$ cat config.mk
export PLATFORM = sky130hd
export DESIGN_NAME = reg_writeback_ctrl
export DESIGN_NICKNAME = d
export VERILOG_FILES = /design/src/rtl/reg_writeback_ctrl.sv
export SDC_FILE = /design/constraint.sdc
export NUM_CORES = 1
export LEC_CHECK = 0
export ABC_CLOCK_PERIOD_IN_PS = 2490
export BUFFER_PORTS_ARGS = -buffer_cell sky130_fd_sc_hd__buf_2
export CORE_MARGIN = 3
export CORE_UTILIZATION = 40
export CTS_BUF_LIST = sky130_fd_sc_hd__clkbuf_8
export CTS_CLUSTER_SIZE = 24
export DETAILED_ROUTE_END_ITERATION = 6
export SKIP_CTS_REPAIR_TIMING = 1
export SLEW_MARGIN = 15
export SYNTH_ARGS = -nofsm -noshare
export SYNTH_HDL_FRONTEND = slang
export SYNTH_SLANG_ARGS = --single-unit
$ cat constraint.sdc
create_clock -name clk -period 2.49 [get_ports clk]
set_input_delay 0.249 -clock clk [delete_from_list [all_inputs] [get_ports clk]]
set_output_delay 0.249 -clock clk [all_outputs]
set_load 0.02 [all_outputs]
$ cat src/rtl/reg_writeback_ctrl.sv
// Register-file write-port initiator: arbitrates single-cycle ALU results against a
// small in-order FIFO of load responses, tracks pending loads, and registers the winner.
module reg_writeback_ctrl #(
  parameter int XLEN       = 32,
  parameter int DEPTH      = 4,
  parameter int STARVE_MAX = 3
) (
  input  logic            clk,
  input  logic            rst_n,
  input  logic            alu_valid,
  input  logic [4:0]      alu_rd,
  input  logic [XLEN-1:0] alu_data,
  output logic            alu_stall,
  input  logic            ld_issue,
  input  logic [4:0]      ld_issue_rd,
  input  logic            ld_valid,
  output logic            ld_ready,
  input  logic [4:0]      ld_rd,
  input  logic [XLEN-1:0] ld_data,
  output logic            rf_we,
  output logic [4:0]      rf_waddr,
  output logic [XLEN-1:0] rf_wdata,
  output logic [31:0]     busy
);

  localparam int AW = (DEPTH < 2) ? 1 : $clog2(DEPTH);
  localparam int CW = AW + 1;
  localparam int SW = (STARVE_MAX < 2) ? 1 : $clog2(STARVE_MAX + 1);

  logic [4:0]      fifo_rd_r   [DEPTH];
  logic [XLEN-1:0] fifo_data_r [DEPTH];
  logic [AW-1:0]   wr_ptr_r;
  logic [AW-1:0]   rd_ptr_r;
  logic [CW-1:0]   count_r;
  logic [SW-1:0]   starve_r;
  logic [31:0]     busy_r;
  logic            rf_we_r;
  logic [4:0]      rf_waddr_r;
  logic [XLEN-1:0] rf_wdata_r;

  logic            full_s;
  logic            empty_s;
  logic            force_s;
  logic            pop_s;
  logic            alu_win_s;
  logic            push_s;
  logic [4:0]      head_rd_s;
  logic [XLEN-1:0] head_data_s;
  logic [CW-1:0]   count_nxt_s;
  logic [SW-1:0]   starve_nxt_s;
  logic [31:0]     busy_nxt_s;

  assign full_s      = (count_r == CW'(DEPTH));
  assign empty_s     = (count_r == {CW{1'b0}});
  assign head_rd_s   = fifo_rd_r[rd_ptr_r];
  assign head_data_s = fifo_data_r[rd_ptr_r];
  // ld_ready comes from the registered count only, so a full FIFO never accepts even while popping
  assign push_s      = ld_valid && !full_s && (ld_rd != 5'd0);

  assign ld_ready  = !full_s;
  assign alu_stall = alu_valid && force_s;
  assign rf_we     = rf_we_r;
  assign rf_waddr  = rf_waddr_r;
  assign rf_wdata  = rf_wdata_r;
  assign busy      = busy_r;

  // Pick the single winner of the write slot this cycle
  always_comb begin
    force_s   = !empty_s && (starve_r == SW'(STARVE_MAX));
    pop_s     = 1'b0;
    alu_win_s = 1'b0;
    if (force_s) begin
      pop_s = 1'b1;
    end else if (alu_valid) begin
      alu_win_s = 1'b1;
    end else if (!empty_s) begin
      pop_s = 1'b1;
    end else begin
      pop_s = 1'b0;
    end
  end

  // Next-state values for occupancy, starvation counter and scoreboard
  always_comb begin
    case ({push_s, pop_s})
      2'b10:   count_nxt_s = count_r + CW'(1);
      2'b01:   count_nxt_s = count_r - CW'(1);
      default: count_nxt_s = count_r;
    endcase

    if (empty_s || pop_s) begin
      starve_nxt_s = {SW{1'b0}};
    end else if (alu_win_s && (starve_r != SW'(STARVE_MAX))) begin
      starve_nxt_s = starve_r + SW'(1);
    end else begin
      starve_nxt_s = starve_r;
    end

    busy_nxt_s = busy_r;
    if (pop_s) begin
      busy_nxt_s = busy_nxt_s & ~(32'd1 << head_rd_s);
    end else begin
      busy_nxt_s = busy_nxt_s;
    end
    // Applied after the clear so a same-cycle re-issue keeps the register busy
    if (ld_issue && (ld_issue_rd != 5'd0)) begin
      busy_nxt_s = busy_nxt_s | (32'd1 << ld_issue_rd);
    end else begin
      busy_nxt_s = busy_nxt_s;
    end
    busy_nxt_s[0] = 1'b0;
  end

  // Load-response FIFO storage and pointers
  always_ff @(posedge clk or negedge rst_n) begin
    if (!rst_n) begin
      for (int i = 0; i < DEPTH; i++) begin
        fifo_rd_r[i]   <= 5'd0;
        fifo_data_r[i] <= {XLEN{1'b0}};
      end
      wr_ptr_r <= {AW{1'b0}};
      rd_ptr_r <= {AW{1'b0}};
      count_r  <= {CW{1'b0}};
    end else begin
      if (push_s) begin
        fifo_rd_r[wr_ptr_r]   <= ld_rd;
        fifo_data_r[wr_ptr_r] <= ld_data;
        wr_ptr_r              <= wr_ptr_r + AW'(1);
      end
      if (pop_s) begin
        rd_ptr_r <= rd_ptr_r + AW'(1);
      end
      count_r <= count_nxt_s;
    end
  end

  // Starvation counter and pending-load scoreboard
  always_ff @(posedge clk or negedge rst_n) begin
    if (!rst_n) begin
      starve_r <= {SW{1'b0}};
      busy_r   <= 32'd0;
    end else begin
      starve_r <= starve_nxt_s;
      busy_r   <= busy_nxt_s;
    end
  end

  // Output register toward the RF write port; an ALU win on x0 burns the slot silently
  always_ff @(posedge clk or negedge rst_n) begin
    if (!rst_n) begin
      rf_we_r    <= 1'b0;
      rf_waddr_r <= 5'd0;
      rf_wdata_r <= {XLEN{1'b0}};
    end else if (pop_s) begin
      rf_we_r    <= 1'b1;
      rf_waddr_r <= head_rd_s;
      rf_wdata_r <= head_data_s;
    end else if (alu_win_s && (alu_rd != 5'd0)) begin
      rf_we_r    <= 1'b1;
      rf_waddr_r <= alu_rd;
      rf_wdata_r <= alu_data;
    end else begin
      rf_we_r    <= 1'b0;
      rf_waddr_r <= rf_waddr_r;
      rf_wdata_r <= rf_wdata_r;
    end
  end

endmodule

[Word-level counts from Yosys, hierarchy flattened]
Cells that the tools add are included.
Operators by class
  reduce and logical (&&, ||, !) cells: 18
  order comparisons: 3
  shift-type cells: 2
  $add $sub $neg: 5
  equality and inequality tests: 5
  muxes and demuxes: 28
  bitwise logic cells: 5
Operators with widths (count)
  32-bit two-way mux: 7
  128-bit bitwise mux: 1
  32-bit binary-select mux with 2-bit select: 1
  32-bit demux with 2-bit select: 1
  1-bit by 5-bit << shifter with 32-bit output (first input constant): 2
  32-bit AND: 1
  32-bit NOT: 1
  32-bit OR: 1
  5-bit two-way mux: 5
  20-bit bitwise mux: 1
  5-bit nonzero test: 3
  5-bit binary-select mux with 2-bit select: 1
  5-bit demux with 2-bit select: 1
  1-bit logical AND: 8
  1-bit two-way mux: 7
  2-bit by 1-bit adder with 2-bit output (second input constant): 3
  3-bit greater-or-equal comparator (second input constant): 2
  2-bit NOT with 3-bit output: 2
  3-bit case mux with 2 select lines: 1
  2-bit nonzero test: 3
  2-bit equality test (second input constant): 2
  2-bit two-way mux: 2
  3-bit by 1-bit adder with 3-bit output (second input constant): 1
  3-bit equality test (second input constant): 1
  other kinds (7): 8
Storage, ports and cells
  flip-flop bits (word level): 226
  input port bits: 84
  logic and storage cells: 82
  output and inout bits: 72

[Longest topological paths before layout]
  depth in word-level cells: 10
  depth in mapped cells: 11
  depth with buffers taken out: 9

[Least setup slack after synthesis]
OpenSTA, ideal clock, no wires.
  path type: register -> register
  from: register count_r[0]
  to: register count_r[2]
  library setup time: 0.079 ns
  period minus slack after synthesis: 2.356 ns
  arrival time: 2.277 ns
  slack: 0.134 ns
  buffers on the path: 1
  cell stages (with the launch flop): 11
  required time: 2.411 ns
  cell sequence: dfrtp_1 > or3b_2 > o211a_1 > buf_4 > inv_1 > ha_1 > inv_1 > fa_1 > xor2_1 > nor2_1 > xor2_1
Between the ends
  cells in the longest elaborated chain, start to end: 6
  elaborated cells between the ends (all ways): 16
  classes of those cells: 2 x add/sub; 3 x eq/ne; 4 x mux; 7 x reduce/logical
RTL lines
  start: declaration: line 34  | logic [CW-1:0] count_r;
  start signal: assignment: line 123  | count_r <= {CW{1'b0}};
  start signal: assignment: line 133  | count_r <= count_nxt_s;
  3-bit equality test (*): line 53  | assign full_s = (count_r == CW'(DEPTH));
  1-bit zero test (*)
  via ld_ready: line 17  | output logic ld_ready,
  1-bit logical AND (*) (2 in a row): line 58  | assign push_s = ld_valid && !full_s && (ld_rd != 5'd0);
  2-bit by 1-bit equality test with 1-bit output or 2-bit equality test (tied branches): line 85  | case ({push_s, pop_s})
  3-bit case mux with 2 select lines or 2-bit nonzero test (tied branches)
The timed path passes the listed nets; every way through them passes the cells marked *.
A chain may end at the register's enable or synchronous reset.

[Worst setup path after layout]
  from: register count_r[0]
  to: register count_r[2]
Between the ends
  cells in the longest elaborated chain, start to end: 6
  elaborated cells between the ends (all ways): 16
  classes of those cells: 2 x add/sub; 3 x eq/ne; 4 x mux; 7 x reduce/logical
RTL lines
  3-bit zero test or 3-bit equality test (tied branches): line 54, 53
  1-bit two-way mux (tied with other cells): line 76  | end else if (!empty_s) begin
  1-bit two-way mux (tied with other cells): line 74  | end else if (alu_valid) begin
  1-bit two-way mux or 1-bit logical AND (tied branches): line 72, 58
  2-bit by 1-bit equality test with 1-bit output or 2-bit equality test (tied branches): line 85
  3-bit case mux with 2 select lines or 2-bit nonzero test (tied branches)
Several ways; a longest one is shown, not always the timed one.

==> impl_results.md <==
* Leakage Power at 5.62 nW
* Commonest non-fill, non-tap cells in the layout: 224 x dfrtp_1, 153 x buf_2, 140 x mux2_2
* I/O pin total at 156
* DR WL/cell at 17.8 um
* Top post-synthesis cells by area: dfrtp_1 56%, mux2_2 16%, mux4_2 7.8%
* Seq/Total Area, Yosys at 56.2%
* Avg Inst Size Synth at 14.3 sq um
* Ys Warns at 0
* H-tree depth at 2
* Count of different cell masters after synthesis at 43
* Dpl hpwl at 14.7 mm
* Setup slack after layout at 275 ps
* Setup TNS Final at 0 ps
* Leading cell type in the layout, fill and taps excluded: dfrtp_1
* CTS max path bufs at 3
* RR Endpoint: count_r[2]
* Unrepaired setup endpoints after global routing: no
* Routed Antenna Nets at 0
* Nets at 996
* Crit path from: count_r[0]
* Final core utilization at 50.5%
* Root Driver: clkbuf_8
* Main synth FF type: dfrtp_1
* Initial core utilization at 41.0%
* Tot GR Track Use at 16.8%
* CTS Buf Count at 41
* Peak VDD IR at 622 uV
* Share of post-route cells with drive strength above 1 at 45.0%
* Worst clock skew at 14.7 ps
* First-pass GRT wire length at 35.8 mm
* Initial antenna violation count at 1
* Worst reg2reg path startpoint: count_r[0]
* Largest area contributor in the netlist: dfrtp_1
* Cell count after synthesis at 706
* Skew-Pair Late Insertion Delay at 520 ps
* Port Buffer Count at 154
* CP Capture Type: register
* Final hold vios at 0
* Antenna Diode Count at 0
* Number of global-route vias before repair at 6665
* PwrDens at 1360 nW/um^2
* Crit-path max FO at 5
* Status: finished clean
* Die footprint at 27100 sq um
* Pin count of the biggest net entering global routing at 92
* R2R Setup Slk at 270 ps
* Layout area overhead at 23.0%
* Initial DRC count at 330
* Rows at 57
* Crit path kind: reg2reg
* Critical path data arrival time at 2660 ps
* Vias per inst at 5.11
* Worst-Margin Slew at 744 ps
* Total Routed Length at 22.4 mm
* Synth async-reset ratio at 100%
* TritonRoute pass-1 iters at 5
* Die X at 165 um
* Final setup viols at 0
* Yosys reg bits at 226
* Gpl congestion at 0.765
* Clock transition at path regs at 60 ps
* Core area at 24500 sq um
* Syn Std Cell Area at 10100 sq um
* Residual DRC at 0
* Via Count at 6427
* Reg2Reg Depth at 9
* Place WS at 196 ps
* Worst slew margin relative to its limit at 50.4%
* Max-Cap Viols at 0
* Startpoint types: register
* TritonCTS clock tree: built
* Hold Crit Class: in2reg
* Gr ovfl total at 0
* Synthesized Nets at 797
* Final worst path period share at 89.0%
* Crit path to: count_r[2]
* Num Clock Sinks at 226
* Die Y-Extent at 165 um
* Synth top area share at 56.2%
* Post-synth EDFFs at 0
* Fin. max-slew vios at 0
* Max Freq at 0.451 GHz
* Final hold slack at 13.8 ps
* Crit path time final at 2220 ps
* Worst Path Required at 2930 ps
-- through the flow --
step	cell area (sq um)	cells	total power [mW]
floorplan	10100	706	11.5
global placement	11300	1161	13.4
detailed placement	11300	1161	13.5
CTS	12100	1233	17.1
global route	12400	1258	18.1
finish	12400	1258	16.9
-- sequential cells by signal, indices dropped and copies added, names as in the netlist --
register / cells
count_r: 3
rf_waddr: 5
starve_r: 2
fifo_rd_r: 20
rf_wdata: 32
rf_we: 1
fifo_data_r: 128
rd_ptr_r: 2
wr_ptr_r: 2
busy: 31
-- Yosys cell counts (2+ instances only) --
library cell  instances
nor2_1               39
buf_4                 5
buf_1                 4
buf_6                14
mux2i_1              33
o21ai_0              26
buf_2                 5
xnor2_1               4
nand4b_1              3
a31oi_1               4
nand2b_1              6
dfrtp_1             226
mux4_2               35
clkbuf_1             18
xor2_1                2
mux2_1                8
o21ai_1               4
or4_1                 6
mux2_2              140
o31ai_1              31
a21oi_1              32
inv_1                10
mux4_1                2
nor3_1                2
nand2_4               4
ha_1                  6
nand2_1              21
-- power by group --
part	switching, mW	total [mW]	internal, mW
logic	3.49	6.89	3.40
clock network	1.45	3.48	2.03
registers	0.937	6.50	5.56
total	5.88	16.9	11.0
-- per-layer routing --
metal | global-route usage (%) | up-vias | routed length, um
met5 | 0 | - | 12
met4 | 4.19 | 2 | 316
met3 | 4.16 | 29 | 1160
met2 | 27.8 | 145 | 10800
met1 | 22.2 | 3255 | 10100
li1 | - | 2996 | -
-- cell families after synthesis --
family	share of synthesized area (%)
buffers and inverters	3.38
DFF	56.2
other	0.0373
adders and majority gates	0.945
AOI/OAI and AO/OA	6.08
muxes	28.2
xor gates and xnor gates	0.522
and+or+nand+nor	4.65
-- worst min path at each step --
stage | startpoint | to | slack (ps) | cells after the start
after global routing | ld_data[20] | fifo_data_r[116] | 0.9 | 2
after floorplan | rst_n | busy[10] | -50 | 0
final | ld_data[6] | fifo_data_r[70] | 10 | 2
after global placement | rst_n | busy[12] | 330 | 1
after detailed placement | rst_n | busy[12] | 330 | 1
after CTS | rst_n | busy[24] | -240 | 1
-- critical path, stage by stage (launching register included) --
cell and delay, ps:
dfrtp_1 420, or3b_2 480, o211a_1 150, inv_1 60, ha_1 170, inv_1 60
fa_1 380, xor2_1 150, nor2_1 110, xor2_1 160
-- layout make-up --
cell class,instances,area [sq um]
fill,2148,12200
tap,324,405
multi-input combinational,424,4090
clock inverter,18,101
inverter,10,37.5
sequential,226,5660
timing repair buffer,202,1340
clock buffer,54,743
Note: power is estimated with default switching activity, not from simulation.
